[config.mk]
export PLATFORM = sky130hd
export DESIGN_NAME = pixel_stream_source
export DESIGN_NICKNAME = d
export VERILOG_FILES = /design/src/rtl/pixel_stream_source.sv
export SDC_FILE = /design/constraint.sdc
export NUM_CORES = 1
export LEC_CHECK = 0
export CORE_ASPECT_RATIO = 1.4
export CORE_UTILIZATION = 55
export DETAILED_ROUTE_END_ITERATION = 10
export GPL_ROUTABILITY_DRIVEN = 1
export PLACE_DENSITY = 0.79
export SLEW_MARGIN = 20
export SYNTH_ARGS = -nofsm -noshare
export SYNTH_HDL_FRONTEND = slang
export SYNTH_SLANG_ARGS = --single-unit
[constraint.sdc]
create_clock -name clk -period 9 [get_ports clk]
set_clock_uncertainty 0.05 [all_clocks]
set_input_delay 1.8 -clock clk [delete_from_list [all_inputs] [get_ports clk]]
set_output_delay 1.8 -clock clk [all_outputs]
set_load 0.02 [all_outputs]
[src/rtl/pixel_stream_source.sv]
// Raster-order frame RAM reader driving a pixel/valid/ready stream with frame and line markers.
// Optional horizontal blanking is compiled in with the PIXEL_SRC_HBLANK_EN macro.
module pixel_stream_source #(
    parameter int IMG_W  = 64,
    parameter int IMG_H  = 64,
    parameter int ADDR_W = 12,
    parameter int HBLANK = 4
) (
    input  logic              clk,
    input  logic              reset,
    input  logic              start,
    output logic              busy,
    output logic              done,
    output logic              mem_rd,
    output logic [ADDR_W-1:0] mem_addr,
    input  logic [7:0]        mem_rdata,
    output logic [7:0]        pixel,
    output logic              pixel_valid,
    input  logic              pixel_ready,
    output logic              sof,
    output logic              eol,
    output logic              eof
);

    localparam int XW = (IMG_W > 1) ? $clog2(IMG_W) : 1;
    localparam int YW = (IMG_H > 1) ? $clog2(IMG_H) : 1;
    localparam logic [XW-1:0] X_LAST = XW'(IMG_W - 1);
    localparam logic [YW-1:0] Y_LAST = YW'(IMG_H - 1);
    localparam int ENT_W = 11;

    typedef enum logic [1:0] {
        ST_IDLE   = 2'd0,
        ST_STREAM = 2'd1,
`ifdef PIXEL_SRC_HBLANK_EN
        ST_BLANK  = 2'd3,
`endif
        ST_DRAIN  = 2'd2
    } state_t;

    state_t state_q, state_d;
    logic [XW-1:0]     x_q, x_d;
    logic [YW-1:0]     y_q, y_d;
    logic [ADDR_W-1:0] addr_q, addr_d;
    logic              inflight_q;
    logic [2:0]        rd_mk_q;
    logic [ENT_W-1:0]  ent0_q, ent1_q;
    logic [1:0]        cnt_q;
    logic              done_q;

    logic              issue_s, pop_s, line_end_s, frame_end_s, eof_xfer_s;
    logic [2:0]        level_s;
    logic [ENT_W-1:0]  head_s;

`ifdef PIXEL_SRC_HBLANK_EN
    localparam int BW = (HBLANK > 1) ? $clog2(HBLANK) : 1;
    localparam logic [BW-1:0] BLANK_LAST = BW'(HBLANK - 1);
    logic [BW-1:0] blank_q, blank_d;
`else
    if (HBLANK < 0) begin : g_hblank_unused
    end
`endif

    assign line_end_s  = (x_q == X_LAST);
    assign frame_end_s = line_end_s && (y_q == Y_LAST);

    // Output comb: skid head (or read data falling straight through) and read issue
    always_comb begin
        pixel_valid = (cnt_q != 2'd0) || inflight_q;
        if ((cnt_q == 2'd0) && inflight_q) begin
            head_s = {mem_rdata, rd_mk_q};
        end else begin
            head_s = ent0_q;
        end
        pixel      = head_s[10:3];
        sof        = pixel_valid & head_s[2];
        eol        = pixel_valid & head_s[1];
        eof        = pixel_valid & head_s[0];
        pop_s      = pixel_valid & pixel_ready;
        eof_xfer_s = pop_s & eof;
        // Buffered-after-this-edge count; keeps at most 2 pixels held or in flight
        level_s    = {1'b0, cnt_q} + {2'b00, inflight_q} - {2'b00, pop_s};
        issue_s    = (state_q == ST_STREAM) && (level_s < 3'd2);
        mem_rd     = issue_s;
        mem_addr   = addr_q;
        busy       = (state_q != ST_IDLE);
        done       = done_q;
    end

    // Next-state comb
    always_comb begin
        state_d = state_q;
        case (state_q)
            ST_IDLE: begin
                if (start) state_d = ST_STREAM;
                else       state_d = ST_IDLE;
            end
            ST_STREAM: begin
                if (issue_s && frame_end_s) begin
                    state_d = ST_DRAIN;
                end else if (issue_s && line_end_s) begin
`ifdef PIXEL_SRC_HBLANK_EN
                    if (HBLANK > 0) state_d = ST_BLANK;
                    else            state_d = ST_STREAM;
`else
                    state_d = ST_STREAM;
`endif
                end else begin
                    state_d = ST_STREAM;
                end
            end
`ifdef PIXEL_SRC_HBLANK_EN
            ST_BLANK: begin
                if (blank_q == BLANK_LAST) state_d = ST_STREAM;
                else                       state_d = ST_BLANK;
            end
`endif
            ST_DRAIN: begin
                if (eof_xfer_s) state_d = ST_IDLE;
                else            state_d = ST_DRAIN;
            end
            default: state_d = ST_IDLE;
        endcase
    end

    // Raster counters and read address next values
    always_comb begin
        x_d    = x_q;
        y_d    = y_q;
        addr_d = addr_q;
        if (state_q == ST_IDLE) begin
            x_d    = '0;
            y_d    = '0;
            addr_d = '0;
        end else if (issue_s) begin
            if (frame_end_s) begin
                x_d    = '0;
                y_d    = '0;
                addr_d = '0;
            end else if (line_end_s) begin
                x_d    = '0;
                y_d    = y_q + YW'(1);
                addr_d = addr_q + ADDR_W'(1);
            end else begin
                x_d    = x_q + XW'(1);
                addr_d = addr_q + ADDR_W'(1);
            end
        end else begin
            addr_d = addr_q;
        end
`ifdef PIXEL_SRC_HBLANK_EN
        if (state_q == ST_BLANK) blank_d = blank_q + BW'(1);
        else                     blank_d = '0;
`endif
    end

    // State and counter registers
    always_ff @(posedge clk) begin
        if (!reset) begin
            state_q <= ST_IDLE;
            x_q     <= '0;
            y_q     <= '0;
            addr_q  <= '0;
`ifdef PIXEL_SRC_HBLANK_EN
            blank_q <= '0;
`endif
        end else begin
            state_q <= state_d;
            x_q     <= x_d;
            y_q     <= y_d;
            addr_q  <= addr_d;
`ifdef PIXEL_SRC_HBLANK_EN
            blank_q <= blank_d;
`endif
        end
    end

    // Read pipeline, 2-entry skid buffer and done pulse
    always_ff @(posedge clk) begin
        if (!reset) begin
            inflight_q <= 1'b0;
            rd_mk_q    <= 3'b000;
            ent0_q     <= '0;
            ent1_q     <= '0;
            cnt_q      <= 2'd0;
            done_q     <= 1'b0;
        end else begin
            inflight_q <= issue_s;
            if (issue_s) begin
                rd_mk_q <= {(x_q == '0) && (y_q == '0), line_end_s, frame_end_s};
            end else begin
                rd_mk_q <= rd_mk_q;
            end
            done_q <= (state_q == ST_DRAIN) && eof_xfer_s;
            case (cnt_q)
                2'd0: begin
                    if (inflight_q && !pixel_ready) begin
                        ent0_q <= {mem_rdata, rd_mk_q};
                        cnt_q  <= 2'd1;
                    end else begin
                        cnt_q  <= 2'd0;
                    end
                end
                2'd1: begin
                    if (pop_s && inflight_q) begin
                        ent0_q <= {mem_rdata, rd_mk_q};
                    end else if (pop_s) begin
                        cnt_q  <= 2'd0;
                    end else if (inflight_q) begin
                        ent1_q <= {mem_rdata, rd_mk_q};
                        cnt_q  <= 2'd2;
                    end else begin
                        cnt_q  <= 2'd1;
                    end
                end
                2'd2: begin
                    if (pop_s) begin
                        ent0_q <= ent1_q;
                        cnt_q  <= 2'd1;
                    end else begin
                        cnt_q  <= 2'd2;
                    end
                end
                default: cnt_q <= 2'd0;
            endcase
        end
    end

endmodule

# Yosys cells after proc, flatten, opt, wreduce, memory -nomap -nowiden
# Index checks and enable logic that the tools add are counted.
# totals
inputBits	12
ff_bits	55
wordCells	76
# classes
bitwise	8
n_reduce_logical	22
muxes	20
n_lt_le_gt_ge	1
n_eq_ne	10
add_sub_neg	5
# ops
op	n
$mux W11	4
$pmux W11 S3	1
$mux W6	4
$add A12 B1 Y12 const B	1
$add A6 B1 Y6 const B	2
$eq A6 B6 Y1 const B	2
$logic_not A6 Y1	2
$mux W12	1
$mux W2	6
$pmux W2 S3	2
$logic_and A1 B1 Y1	8
$reduce_and A4 Y1	2
$ne A2 B2 Y1 const B	3
$reduce_bool A2 Y1	3
$and A1 B1 Y1	5
$eq A2 B1 Y1 const B	2
$eq A2 B2 Y1 const B	2
$logic_not A2 Y1	2
$add A2 B1 Y3	1
$lt A3 B2 Y1 const B	1
$not A1 Y1	3
$reduce_bool A3 Y1	1
$sub A3 B1 Y3	1
$mux W1	2
5 further kinds	5

# Depth between registers and ports, before layout
# depth
depth_word	9
depth_mapped	10
mapped_depth_nobuf	8

# Least setup slack after synthesis
# Ideal clock, no wire load.
# synth_path
path_type	input port to output port
start	input pixel_ready
end	output mem_rd
path_slack_ps	3460
arrival_time_ps	3690
n_path_buf	2
path_stages	8
required_time_ps	7150
path_cell_list	clkbuf_1 xor2_1 nand2_1 fa_1 xor2_1 or2_2 clkbuf_1 clkinv_1
# synth_via
elab_chain_len	4
# synth_lines
item	line	rtl
start: declaration	19	input logic pixel_ready,
$and A1 B1 Y1	78	pop_s = pixel_valid & pixel_ready;
$sub A3 B1 Y3	81	level_s = {1'b0, cnt_q} + {2'b00, inflight_q} - {2'b00, pop_s};
$lt A3 B2 Y1	82	issue_s = (state_q == ST_STREAM) && (level_s < 3'd2);
$logic_and A1 B1 Y1	82	
end: declaration	14	output logic mem_rd,
# Every way passes these cells.

# Worst setup path after layout
# Same ends and word-level chain as after synthesis.

==> metrics.md <==
| Metric | Value |
|---|---|
| CTS buffer count | 5 |
| Most Crowded Layer GR | met2 |
| RR Startpoint | cnt_q[0] |
| Worst hold path type | reg -> reg |
| Syn Std Cell Area | 2710 um^2 |
| CTS tree | built |
| Top-area cell type share of the netlist area | 0.407 |
| GP Congestion | 0.944 |
| Share of post-route cells with drive strength above 1 | 0.0794 |
| Worst hold stages | 2 |
| Clock network power share | 0.356 |
| Io pins | 39 |
| Core Region | 4640 um^2 |
| Overall Global Routing Usage | 0.236 |
| Worst-margin pin slew | 860 ps |
| Arrival @ worst endpoint | 4710 ps |
| Post_cts resized | 0 |
| Diode count | 0 |
| Hold buffer count at CTS | 0 |
| GR met2 Demand/Resource | 0.413 |
| Setup bufs post-CTS | 0 |
| Detailed-placement wirelength estimate | 3970 um |
| Sw frac | 0.225 |
| Initial antenna violation count | 0 |
| Ys async rst share | 0 |
| Multi-input logic area | 1510 um^2 |
| Placed cells | 394 |
| Pins Over Slew Limit | 0 |
| Clock buffer depth | 2 |
| Met3 GRT Util | 0.0488 |
| Leak | 0.00126 uW |
| Crit. End Element | output port |
| Final Util | 0.696 |
| Reg2Reg Depth | 8 |
| Tmin final | 6560 ps |
| Starting Density | 0.582 |
| Die X | 61.3 um |
| Slew Limit Headroom | 0.423 |
| Crit path kind | in -> out |
| Top FF cell, synth | dfxtp_1 |
| MaxCap Viol Count | 0 |
| Crit path cell chain | clkdlybuf4s50_1 > xor2_1 > nand2_1 > fa_1 > xor2_1 > buf_4 > or2_2 > clkinv_1 > clkdlybuf4s50_1 |
| Clk slew on worst S/H paths | 90 ps |
| Vias after detailed routing | 2247 |
| Mapped Nets | 327 |
| Clock root buffer master | clkbuf_8 |
| Final wirelength | 5580 um |
| Maximum clock frequency | 152 MHz |
| Routed Antenna Nets | 0 |
| FF-to-FF setup slack | 5560 ps |
| Setup TNS | 0 ps |
| Synth Warn # | 0 |
| Per-cell routed wire length | 13.9 um |
| H-tree levels | 2 |
| First-pass GRT wire length | 9350 um |
| Die area | 5210 um^2 |
| Register area | 1100 um^2 |
| Switching pwr | 105 uW |
| Min-delay src | ent1_q[7] |
| Remaining DRCs | 0 |
| Comb power frac | 0.105 |
| Synth cell types | 39 |
| Starting DRT DRC Count | 116 |
| Nets@finish | 357 |
| Row cnt | 29 |
| Fin. Hold Viols | 0 |
| Max FO, Critical Path | 16 |
| Largest area contributor in the synthesized netlist | dfxtp_1 |
| Critical Path Slowest Stage Cell | clkdlybuf4s50_1 |
| Peak VDD IR | 0.113 mV |
| Fill cell count | 421 |
| Seq/Total Area, Yosys | 0.407 |
| Outcome | completed |
| Number of synthesized flops with an enable pin | 0 |
| Post-DP Area | 3110 um^2 |
| IO buf count | 38 |
| Reg-to-Reg End | y_q[3] |
| Die Ht | 85.0 um |
| Internal power | 362 uW |
| Vias in the first global route | 2143 |
| Post-synthesis cell count | 309 |
| Sink Count | 55 |
| DR vias/cell | 5.59 |
| Worst Setup Start Kind | input port |
| Largest net degree at the start of global routing | 34 |
| RSZ-0062 raised after global routing | false |
| Synth area leaders | dfxtp_1 (41%), nand2_1 (7.4%), xnor2_1 (5.8%), mux2i_1 (5.6%), o211a_1 (4.1%) |
| Pwr dens | 145 nW/um^2 |
| Synth-to-layout area growth | 19.4% |
| Clk_lat worst skew | 310 ps |
| Commonest non-fill, non-tap cell in the layout | dfxtp_1 |
| Grt total ovfl | 0 |
| Final Cycle Share | 0.729 |
| Finished Layout Cells | 402 |
| Endpoints failing setup | 0 |
| Pre-Repair DR Iteration Count | 4 |
| Most frequent cells in the layout | dfxtp_1 (55), nand2_1 (53), clkdlybuf4s50_1 (38) |
| GR Util met1 | 0.268 |
| Crit path required time | 7150 ps |
| Slowest Stage Delay on Critical Path | 640 ps |
| Sequential power share | 0.539 |
| Cell area after layout | 3230 um^2 |
| Avg Cell Area, Syn | 8.75 um^2 |
| Min-Delay Endpoint | ent1_q[7] |
| Flops & latches, synth | 55 |
-- cell type report --
type,count,area share
multi-input cells,230,0.467
flip-flops and latches,55,0.341
repair buffers,41,0.125
clock buffers,6,0.0256
well taps,62,0.0240
clock inverters,2,0.0108
inverters,6,0.00697
-- power by group through the flow --
stage / logic (uW) / clock network (uW) / registers, uW
detailed placement: 49.4 / 0 / 258
floorplan: 31.8 / 0 / 255
global placement: 48.5 / 0 / 257
global route: 53.6 / 182 / 253
CTS: 49.7 / 171 / 252
finish: 49.3 / 166 / 252
-- per-layer routing --
metal  wire length, um  up-vias
li1                  -     1124
met1              2420     1063
met2              2870       52
met3               203        8
met4                82        0
met5                 0        -
-- sequential cells by signal, summed over array words and instances (netlist names) --
signal / count
rd_mk_q: 3
mem_addr: 12
inflight_q: 1
done: 1
state_q: 2
ent1_q: 11
x_q: 6
y_q: 6
cnt_q: 2
ent0_q: 11
-- stage by stage --
step	total power (uW)	hold WS, ps	setup WS, ps
6_report	467	414	2440
5_1_grt	488	448	2310
4_1_cts	472	419	2450
3_5_place_dp	307	406	2470
3_3_place_gp	306	399	2540
2_1_floorplan	287	393	3460
-- worst max-delay path, delay by kind of cell --
family | cells | cell delay (ps)
adder cells (fa/ha/maj) | 1 | 400
buffers and inverters | 4 | 1670
XOR/XNOR | 2 | 380
AND/OR/NAND/NOR | 2 | 460
-- worst max path at each step --
stage,startpoint,endpoint,slack [ps],cells past startpoint
after floorplan,pixel_ready,mem_rd,3460,8
after global placement,pixel_ready,mem_rd,2540,9
after detailed placement,pixel_ready,mem_rd,2470,9
after global routing,pixel_ready,mem_rd,2310,9
final,pixel_ready,mem_rd,2440,9
after CTS,pixel_ready,mem_rd,2450,9
-- synth_stat cells, drive strengths merged, types with 8 or more instances --
cell type and instances:
a21oi 8, dfxtp 55, nand3 10, o211a 11, mux2i 15, nor4 12, a21boi 14, nor2 25
mux2 8, clkbuf 15, xnor2 18, nand2 53
-- kinds of logic (layout without fill, tap and decap cells) --
family                     after synthesis  in the layout  share of synthesized area
and+or+nand+nor                        138            138                      0.257
AOI/OAI and AO/OA                       43             43                      0.117
adders and majority gates                6              6                     0.0305
xor gates and xnor gates                20             20                     0.0648
buffers and inverters                   24             55                     0.0351
DFF                                     55             55                      0.407
muxes                                   23             23                     0.0888
Note: power is estimated with default switching activity, not from simulation.
